===== config.mk =====
export PLATFORM = sky130hd
export DESIGN_NAME = pc_next_gen
export DESIGN_NICKNAME = d
export VERILOG_FILES = /design/src/rtl/pc_next_gen.sv
export SDC_FILE = /design/constraint.sdc
export NUM_CORES = 1
export LEC_CHECK = 0
export CAP_MARGIN = 20
export CORE_MARGIN = 8
export CORE_UTILIZATION = 49
export DETAILED_ROUTE_END_ITERATION = 10
export PLACE_DENSITY_LB_ADDON = 0.1
export SLEW_MARGIN = 30
export SYNTH_ARGS = -nofsm -noshare
export SYNTH_HDL_FRONTEND = slang
export SYNTH_SLANG_ARGS = --single-unit

===== constraint.sdc =====
create_clock -name clk -period 5.2 [get_ports clk]
set_input_delay 0.52 -clock clk [delete_from_list [all_inputs] [get_ports clk]]
set_output_delay 0.52 -clock clk [all_outputs]
set_load 0.03 [all_outputs]

===== src/rtl/pc_next_gen.sv =====
// Fetch-stage PC generator: holds the PC register and picks the next fetch PC.
// Latency: one cycle; every output is registered, so a request on edge N is visible after edge N.
// Backpressure: stall holds the PC and parks the winning jr/jt/bt redirect; traps bypass stall.
//
// Ports:
//   clk, rst_n                    rising-edge clock, asynchronous active-low reset
//   stall                         fetch cannot accept a new PC this cycle
//   xcpt_req, illop_req, xcpt_pc  trap requests and the PC of the trapping instruction
//   jr_req/jr_tgt, jt_req/jt_tgt, bt_req/bt_tgt   control-flow redirects (priority jr > jt > bt)
//   pc, pc_valid                  current fetch PC and its live flag
//   flush                         one-cycle pulse after every applied redirect
//   epc                           saved exception PC
//   pend                          a deferred redirect is being held
//   misalign                      one-cycle pulse on a misaligned-target trap
//
// Optional feature: define PC_ALIGN_CHECK_EN to trap applied jr/jt/bt targets whose low
// two bits are non-zero to ILLOP_VECTOR. Without it, targets load unchanged and
// misalign is constant 0.

module pc_next_gen #(
    parameter int unsigned    W            = 32,
    parameter int unsigned    INC          = 4,
    parameter logic [W-1:0]   RESET_VECTOR = 32'h0000_3000,
    parameter logic [W-1:0]   EXC_VECTOR   = 32'h0000_4180,
    parameter logic [W-1:0]   ILLOP_VECTOR = 32'h0000_4200
) (
    input  logic         clk,
    input  logic         rst_n,
    input  logic         stall,
    input  logic         xcpt_req,
    input  logic         illop_req,
    input  logic [W-1:0] xcpt_pc,
    input  logic         jr_req,
    input  logic [W-1:0] jr_tgt,
    input  logic         jt_req,
    input  logic [W-1:0] jt_tgt,
    input  logic         bt_req,
    input  logic [W-1:0] bt_tgt,
    output logic [W-1:0] pc,
    output logic         pc_valid,
    output logic         flush,
    output logic [W-1:0] epc,
    output logic         pend,
    output logic         misalign
);

    // Redirect priority encoding used for the pending entry comparison.
    localparam logic [1:0] PRIO_JR = 2'd2;
    localparam logic [1:0] PRIO_JT = 2'd1;
    localparam logic [1:0] PRIO_BT = 2'd0;

    localparam logic [W-1:0] INC_W = W'(INC);

    // ------------------------------------------------------------------
    // State
    // ------------------------------------------------------------------
    logic [W-1:0] pc_q,        pc_d;
    logic         pc_valid_q,  pc_valid_d;
    logic         flush_q,     flush_d;
    logic [W-1:0] epc_q,       epc_d;
    logic         pend_q,      pend_d;
    logic [W-1:0] pend_tgt_q,  pend_tgt_d;
    logic [1:0]   pend_prio_q, pend_prio_d;
`ifdef PC_ALIGN_CHECK_EN
    logic         misalign_q,  misalign_d;
`endif

    // ------------------------------------------------------------------
    // Control-flow arbitration: best current request vs. pending entry
    // ------------------------------------------------------------------
    logic         cur_vld;
    logic [1:0]   cur_prio;
    logic [W-1:0] cur_tgt;
    logic         take_cur;
    logic         win_vld;
    logic [1:0]   win_prio;
    logic [W-1:0] win_tgt;

    always_comb begin
        cur_vld  = jr_req | jt_req | bt_req;
        cur_prio = PRIO_BT;
        cur_tgt  = bt_tgt;
        if (jr_req) begin
            cur_prio = PRIO_JR;
            cur_tgt  = jr_tgt;
        end else if (jt_req) begin
            cur_prio = PRIO_JT;
            cur_tgt  = jt_tgt;
        end

        // A fresh request of equal priority replaces the parked one: the
        // newer target reflects the most recent decode of that redirect kind.
        take_cur = cur_vld && (!pend_q || (cur_prio >= pend_prio_q));
        win_vld  = take_cur || pend_q;
        win_prio = take_cur ? cur_prio : pend_prio_q;
        win_tgt  = take_cur ? cur_tgt  : pend_tgt_q;
    end

    // ------------------------------------------------------------------
    // Next-state selection
    // ------------------------------------------------------------------
    always_comb begin
        pc_d        = pc_q;
        pc_valid_d  = pc_valid_q;
        flush_d     = 1'b0;
        epc_d       = epc_q;
        pend_d      = pend_q;
        pend_tgt_d  = pend_tgt_q;
        pend_prio_d = pend_prio_q;
`ifdef PC_ALIGN_CHECK_EN
        misalign_d  = 1'b0;
`endif

        if (!pc_valid_q) begin
            // First edge out of reset only arms fetch; the reset vector is
            // presented once as a valid PC before anything may move it.
            pc_valid_d = 1'b1;
        end else if (xcpt_req || illop_req) begin
            // Traps are taken regardless of stall and discard any parked redirect.
            pc_d        = xcpt_req ? EXC_VECTOR : ILLOP_VECTOR;
            epc_d       = xcpt_pc;
            flush_d     = 1'b1;
            pend_d      = 1'b0;
            pend_tgt_d  = '0;
            pend_prio_d = PRIO_BT;
        end else if (win_vld) begin
            if (stall) begin
                // Park the winner until fetch can accept it.
                pend_d      = 1'b1;
                pend_tgt_d  = win_tgt;
                pend_prio_d = win_prio;
            end else begin
                pend_d      = 1'b0;
                pend_tgt_d  = '0;
                pend_prio_d = PRIO_BT;
                flush_d     = 1'b1;
`ifdef PC_ALIGN_CHECK_EN
                // Alignment is judged only when the target is actually applied.
                if (win_tgt[1:0] != 2'b00) begin
                    pc_d       = ILLOP_VECTOR;
                    epc_d      = win_tgt;
                    misalign_d = 1'b1;
                end else begin
                    pc_d = win_tgt;
                end
`else
                pc_d = win_tgt;
`endif
            end
        end else if (!stall) begin
            pc_d = pc_q + INC_W;   // wraps modulo 2^W
        end
    end

    // ------------------------------------------------------------------
    // Registers
    // ------------------------------------------------------------------
    always_ff @(posedge clk or negedge rst_n) begin
        if (!rst_n) begin
            pc_q        <= RESET_VECTOR;
            pc_valid_q  <= 1'b0;
            flush_q     <= 1'b0;
            epc_q       <= '0;
            pend_q      <= 1'b0;
            pend_tgt_q  <= '0;
            pend_prio_q <= PRIO_BT;
`ifdef PC_ALIGN_CHECK_EN
            misalign_q  <= 1'b0;
`endif
        end else begin
            pc_q        <= pc_d;
            pc_valid_q  <= pc_valid_d;
            flush_q     <= flush_d;
            epc_q       <= epc_d;
            pend_q      <= pend_d;
            pend_tgt_q  <= pend_tgt_d;
            pend_prio_q <= pend_prio_d;
`ifdef PC_ALIGN_CHECK_EN
            misalign_q  <= misalign_d;
`endif
        end
    end

    assign pc       = pc_q;
    assign pc_valid = pc_valid_q;
    assign flush    = flush_q;
    assign epc      = epc_q;
    assign pend     = pend_q;
`ifdef PC_ALIGN_CHECK_EN
    assign misalign = misalign_q;
`else
    assign misalign = 1'b0;
`endif

endmodule


==> Yosys cells after proc, flatten, opt, wreduce, memory -nomap -nowiden <==
Index checks and enable logic that the tools add are counted.
{ "totals": {"ff_bits": 101, "output_inout_bits": 68, "wordCells": 47} }
{ "op_classes": {"addsub": 1, "magnitude_cmp": 1, "eq_ne": 2, "muxes": 24, "n_bitwise": 2, "n_reduce_logical": 10} }
{ "op_table": {"columns": ["cell", "n"], "rows": [
  ["$mux 32", 10],
  ["$add 32x3->32 const B", 1],
  ["$mux 10", 1],
  ["$mux 2", 5],
  ["$mux 1", 8],
  ["$reduce_and 2->1", 3],
  ["$logic_or 1x1->1", 3],
  ["$ne 3x1->1 const B", 1],
  ["$reduce_and 3->1", 1],
  ["$ge 2x2->1", 1],
  ["$ne 2x1->1 const B", 1],
  ["$or 1x1->1", 2],
  ["$reduce_bool 2->1", 1],
  ["$logic_and 1x1->1", 1],
  ["$logic_not 1->1", 1]
]} }

==> Logic depth before layout (Yosys ltp) <==
{ "logic_depth": {"word_depth": 9, "mapped_depth": 13, "ltp_nobuf": 9} }

==> Worst setup path after synthesis <==
Ideal clock, no wire load.
{ "synth_path": {"kind": "input to register", "start": "input port jr_req", "end": "register pc_q[2] (netlist: pc[2])", "setup_ps": 121, "t_arrival_ps": 2753, "t_required_ps": 5079, "path_slack_ps": 2326, "path_stages": 12, "cell_sequence": "clkbuf_1 > clkbuf_1 > inv_1 > nand2_1 > ha_1 > nand2b_1 > a211o_1 > nand2_4 > buf_2 > mux2i_1 > nand2_1 > a22o_1"} }
{ "synth_between": {"elab_chain_len": 8, "elab_cells_between_ends": 12, "classes_between": "1 x order compare; 6 x mux; 2 x bitwise; 3 x reduce/logical"} }
{ "synth_lines": {"columns": ["item", "line_no", "text"], "rows": [
  ["start: declaration", "33", "input logic jr_req,"],
  ["$mux 2", "83", "if (jr_req) begin"],
  ["$ge 2x2->1", "93", "take_cur = cur_vld && (!pend_q || (cur_prio >= pend_prio_q));"],
  ["$logic_or 1x1->1", "93", null],
  ["$logic_and 1x1->1", "93", null],
  ["$mux 32", "96", "win_tgt = take_cur ? cur_tgt : pend_tgt_q;"],
  ["$mux 32", "127", "if (stall) begin"],
  ["$mux 32 *", "126", "end else if (win_vld) begin"],
  ["$mux 32 *", "118", "end else if (xcpt_req || illop_req) begin"],
  ["end signal: assignment", "171", "pc_q <= pc_d;"],
  ["end: declaration", "57", "logic [W-1:0] pc_q, pc_d;"]
]} }
Every way passes the cells marked *; elsewhere a longest branch is shown, timed or not. The select of a mux whose other input is x is not followed.
A chain may end at the register's enable or synchronous reset.

==> Worst setup path in the final report <==
{ "layout_path": {"start": "input port jt_req", "end": "register pend_tgt_q[16]"} }
{ "layout_between": {"elab_chain_len": 9, "elab_cells_between_ends": 16, "classes_between": "1 x order compare; 8 x mux; 2 x bitwise; 5 x reduce/logical"} }
{ "layout_lines": {"columns": ["item", "line_no", "text"], "rows": [
  ["start: declaration", "35", "input logic jt_req,"],
  ["$mux 1", "86", "end else if (jt_req) begin"],
  ["$mux 2", "83", null],
  ["$ge 2x2->1", "93", null],
  ["$logic_or 1x1->1", "93", null],
  ["$logic_and 1x1->1", "93", null],
  ["$mux 32", "96", null],
  ["$mux 32", "127", null],
  ["$mux 32", "126", null],
  ["$mux 32", "118", null],
  ["end signal: assignment", "176", "pend_tgt_q <= pend_tgt_d;"],
  ["end: declaration", "62", "logic [W-1:0] pend_tgt_q, pend_tgt_d;"]
]} }
Several ways; a longest one is shown, not always the timed one. The select of a mux whose other input is x is not followed.

==> impl_metrics.py <==
metrics = {
    "cts": {
        "clk_latency_ps": 340,
        "ctsResizeCount": 0,
        "cts_hold_buf": 0,
        "clock_path_buffers": 2,
        "post-cts-setup-buffers": 0,
        "tritoncts": "yes",
        "clock_sinks": 101,
        "cts_buffers": 9,
        "cts.htree.levels": 3,
        "cts_root_buffer": "clkbuf_16",
        "clk_pin_slew_ps": 60,
    },
    "timing": {
        "hold_viol": 0,
        "setup_viol": 0,
        "fmax_ghz": 0.3229,
        "fin_crit_sh": 0.5956,
        "fin_worst_skew_ps": 5.972,
        "tightest_slew_ps": 696.8,
        "rsz0062_at_grt": "false",
        "max-slew-margin-rel": 0.5355,
        "period_minus_slack_ps": 3097,
        "fin_setup_tns_ps": 0,
        "slew_violations": 0,
    },
    "yosys": {
        "synth.area.top_cells": "dfrtp_1, mux2_2, mux2i_1",
        "netlist_top_cells_count": "dfrtp_1, nor2_1, a21oi_1",
        "syn_area_um2": 5665,
        "async_reset_ff_frac": 1.000,
        "synth.mux.area_fraction": 0.1237,
        "synth_most_common_cell": "dfrtp_1",
        "yosysTopAreaCellShare": 0.4373,
        "yosysSeqAreaShare": 0.4466,
        "ys_types": 60,
        "synth_flop_cell": "dfrtp_1",
        "yosys_warnings": 0,
        "synth_edf_count": 0,
        "synthAdderAreaFrac": 0.006625,
        "synth_xor_area_frac": 0.003092,
        "postSynthCellCount": 576,
        "synth_top_area_cell": "dfrtp_1",
        "synth_compound_area_frac": 0.2310,
        "avgSynthCellArea_um2": 9.836,
        "synth_nets": 715,
        "ys_ff_latch": 101,
        "synth_top_family_by_area": "compound AO/OA/AOI/OAI gates",
        "synthSimpleGateAreaFrac": 0.1427,
    },
    "drt": {
        "num_vias": 5370,
        "drt_iter0_markers": 469,
        "drc": 0,
        "drt-wirelength-per-cell_um": 19.83,
        "first_pass_iters": 5,
        "wl_um": 17890,
        "viasPerCell": 5.953,
        "drtAntennaViolNets": 0,
    },
    "setup_path": {
        "crit_arrival_ps": 3350,
        "critPathSlowestCell": "buf_4",
        "critPathKind": "primary input to register",
        "r2r_setup_slack_ps": 2590,
        "crit_path_max_fanout": 44,
        "cp-end-kind": "register",
        "start_kind": "primary input",
        "slowest_delay_ps": 430,
        "path_cells": "buf_2 -> buf_4 -> nand2_1 -> ha_1 -> nand2b_1 -> a211o_1 -> nand2_4 -> a21oi_2 -> o31ai_4 -> buf_4 -> o2bb2ai_1",
        "reg2regPathDepth": 8,
        "r2r-start": "pend_prio_q[0]$_DFFE_PN0P_",
        "crit_start": "jt_req",
        "crit_top_cell": "buf_4",
        "reg2reg_to": "pend_tgt_q[16]$_DFFE_PN0P_",
        "cp.required_ps": 5450,
    },
    "floorplan": {
        "die_w_um": 123.5,
        "die_y_um": 123.5,
        "num_rows": 39,
        "initial_core_util": 0.4983,
        "die_area_um2": 15260,
        "ios": 204,
        "core_um2": 11370,
    },
    "pwr": {
        "power.density_nw_per_um2": 273.2,
        "vdd_ir_drop_max_mv": 0.3583,
        "power_leakage_nw": 3.267,
    },
    "placement": {
        "placed_area_um2": 7675,
        "gp_congestion": 0.8588,
        "portBuffers": 202,
        "hpwl_um": 13380,
    },
    "global_routing": {
        "grt_antenna_before_repair": 0,
        "grt_overflow": 0,
        "grtUsageTotal": 0.2338,
        "grt_max_degree": 67,
        "grt_pass1_wl_um": 28040,
        "first_global_vias": 5556,
    },
    "worst_hold_path": {
        "hold_class": "primary input to async pin",
    },
    "layout": {
        "diodes": 0,
        "drive_gt1_frac": 0.1080,
        "fill_cells": 896,
        "final_area_um2": 8046,
        "area_growth_pct": 42.03,
        "seqCellArea_um2": 2530,
        "multiInputGateArea_um2": 2893,
        "final_net_count": 893,
    },
    "status": {
        "status": "finished clean",
    },
    "job": {
        "maxCapViolations": 0,
    },
}
worst max-delay path by stage:
stage | to | slack, ps
floorplan | pc[2]$_DFFE_PN0P_ | 2330
global placement | pend_tgt_q[1]$_DFFE_PN0P_ | 1580
detailed placement | pend_tgt_q[25]$_DFFE_PN0P_ | 1760
CTS | pend_tgt_q[16]$_DFFE_PN0P_ | 2100
global route | pend_tgt_q[14]$_DFFE_PN0P_ | 1920
finish | pend_tgt_q[16]$_DFFE_PN0P_ | 2100
area by class of cell:
class,count,share of cell area
clock inverters,4,0.01182
inverters,9,0.004198
well taps,143,0.02224
multi-input cells,425,0.3595
repair buffers,208,0.2559
flip-flops and latches,101,0.3144
clock buffers,12,0.03188
registers in the layout (all words and copies together), names as in the netlist:
signal       count
pc_valid         1
pend_tgt_q      32
epc             32
pc              32
pend_prio_q      2
flush            1
pend             1
per-layer routing:
metal | wire length (µm) | global-route usage | part of all wire | up-vias
met5 | 0 | 0 | 0 | -
met4 | 709 | 0.1016 | 0.040 | 0
met3 | 1674 | 0.09041 | 0.094 | 44
met2 | 9010 | 0.4018 | 0.50 | 232
met1 | 6496 | 0.2518 | 0.36 | 2615
li1 | - | - | - | 2479
cells in the final DEF (no fill, tap or decap), types with 6 or more instances in the layout:
master           instances
o21ai_0                 44
nand3_1                 18
inv_1                    8
mux2_2                  32
nor2_1                  65
a21oi_1                 56
o2bb2ai_2               10
nand4_1                  6
o311ai_0                 6
nand2_1                 37
clkdlybuf4s50_1        199
o211ai_1                 6
mux2i_1                 34
o2bb2ai_1               31
dfrtp_1                 99
clkbuf_16                9
worst max-delay path, delay by kind of cell:
family	cells	cell delay, ps
buf+inv	3	880
compound gates	4	900
simple gates	3	720
fa+ha+maj	1	300
metrics by stage:
stage | total power [mW] | util | hold slack [ps] | instances | worst slack, ps
after floorplan | 1.163 | - | 224.4 | 576 | 2326
after global placement | 1.418 | 0.6749 | 468.2 | 884 | 1581
after detailed placement | 1.430 | 0.6750 | 471.6 | 884 | 1763
after CTS | 2.214 | 0.7060 | 212.3 | 900 | 2102
after global routing | 2.277 | 0.7077 | 240.0 | 902 | 1922
final | 2.198 | 0.7077 | 194.1 | 902 | 2103
logic make-up (layout without fill, tap and decap cells):
logic type               Yosys count  count (layout)
AO/OA/AOI/OAI                    189             189
XOR/XNOR                           2               2
adder cells (fa/ha/maj)            3               3
buffers and inverters             50             233
flip-flops                       101             101
multiplexers                      66              66
other                              2               2
AND/OR/NAND/NOR                  163             163
where the power goes:
| group | switching, mW | internal (mW) |
|---|---|---|
| logic | 0.272 | 0.254 |
| clock network | 0.286 | 0.496 |
| registers | 0.0486 | 0.843 |
| total | 0.606 | 1.59 |
Power figures use the tool's default switching activity.
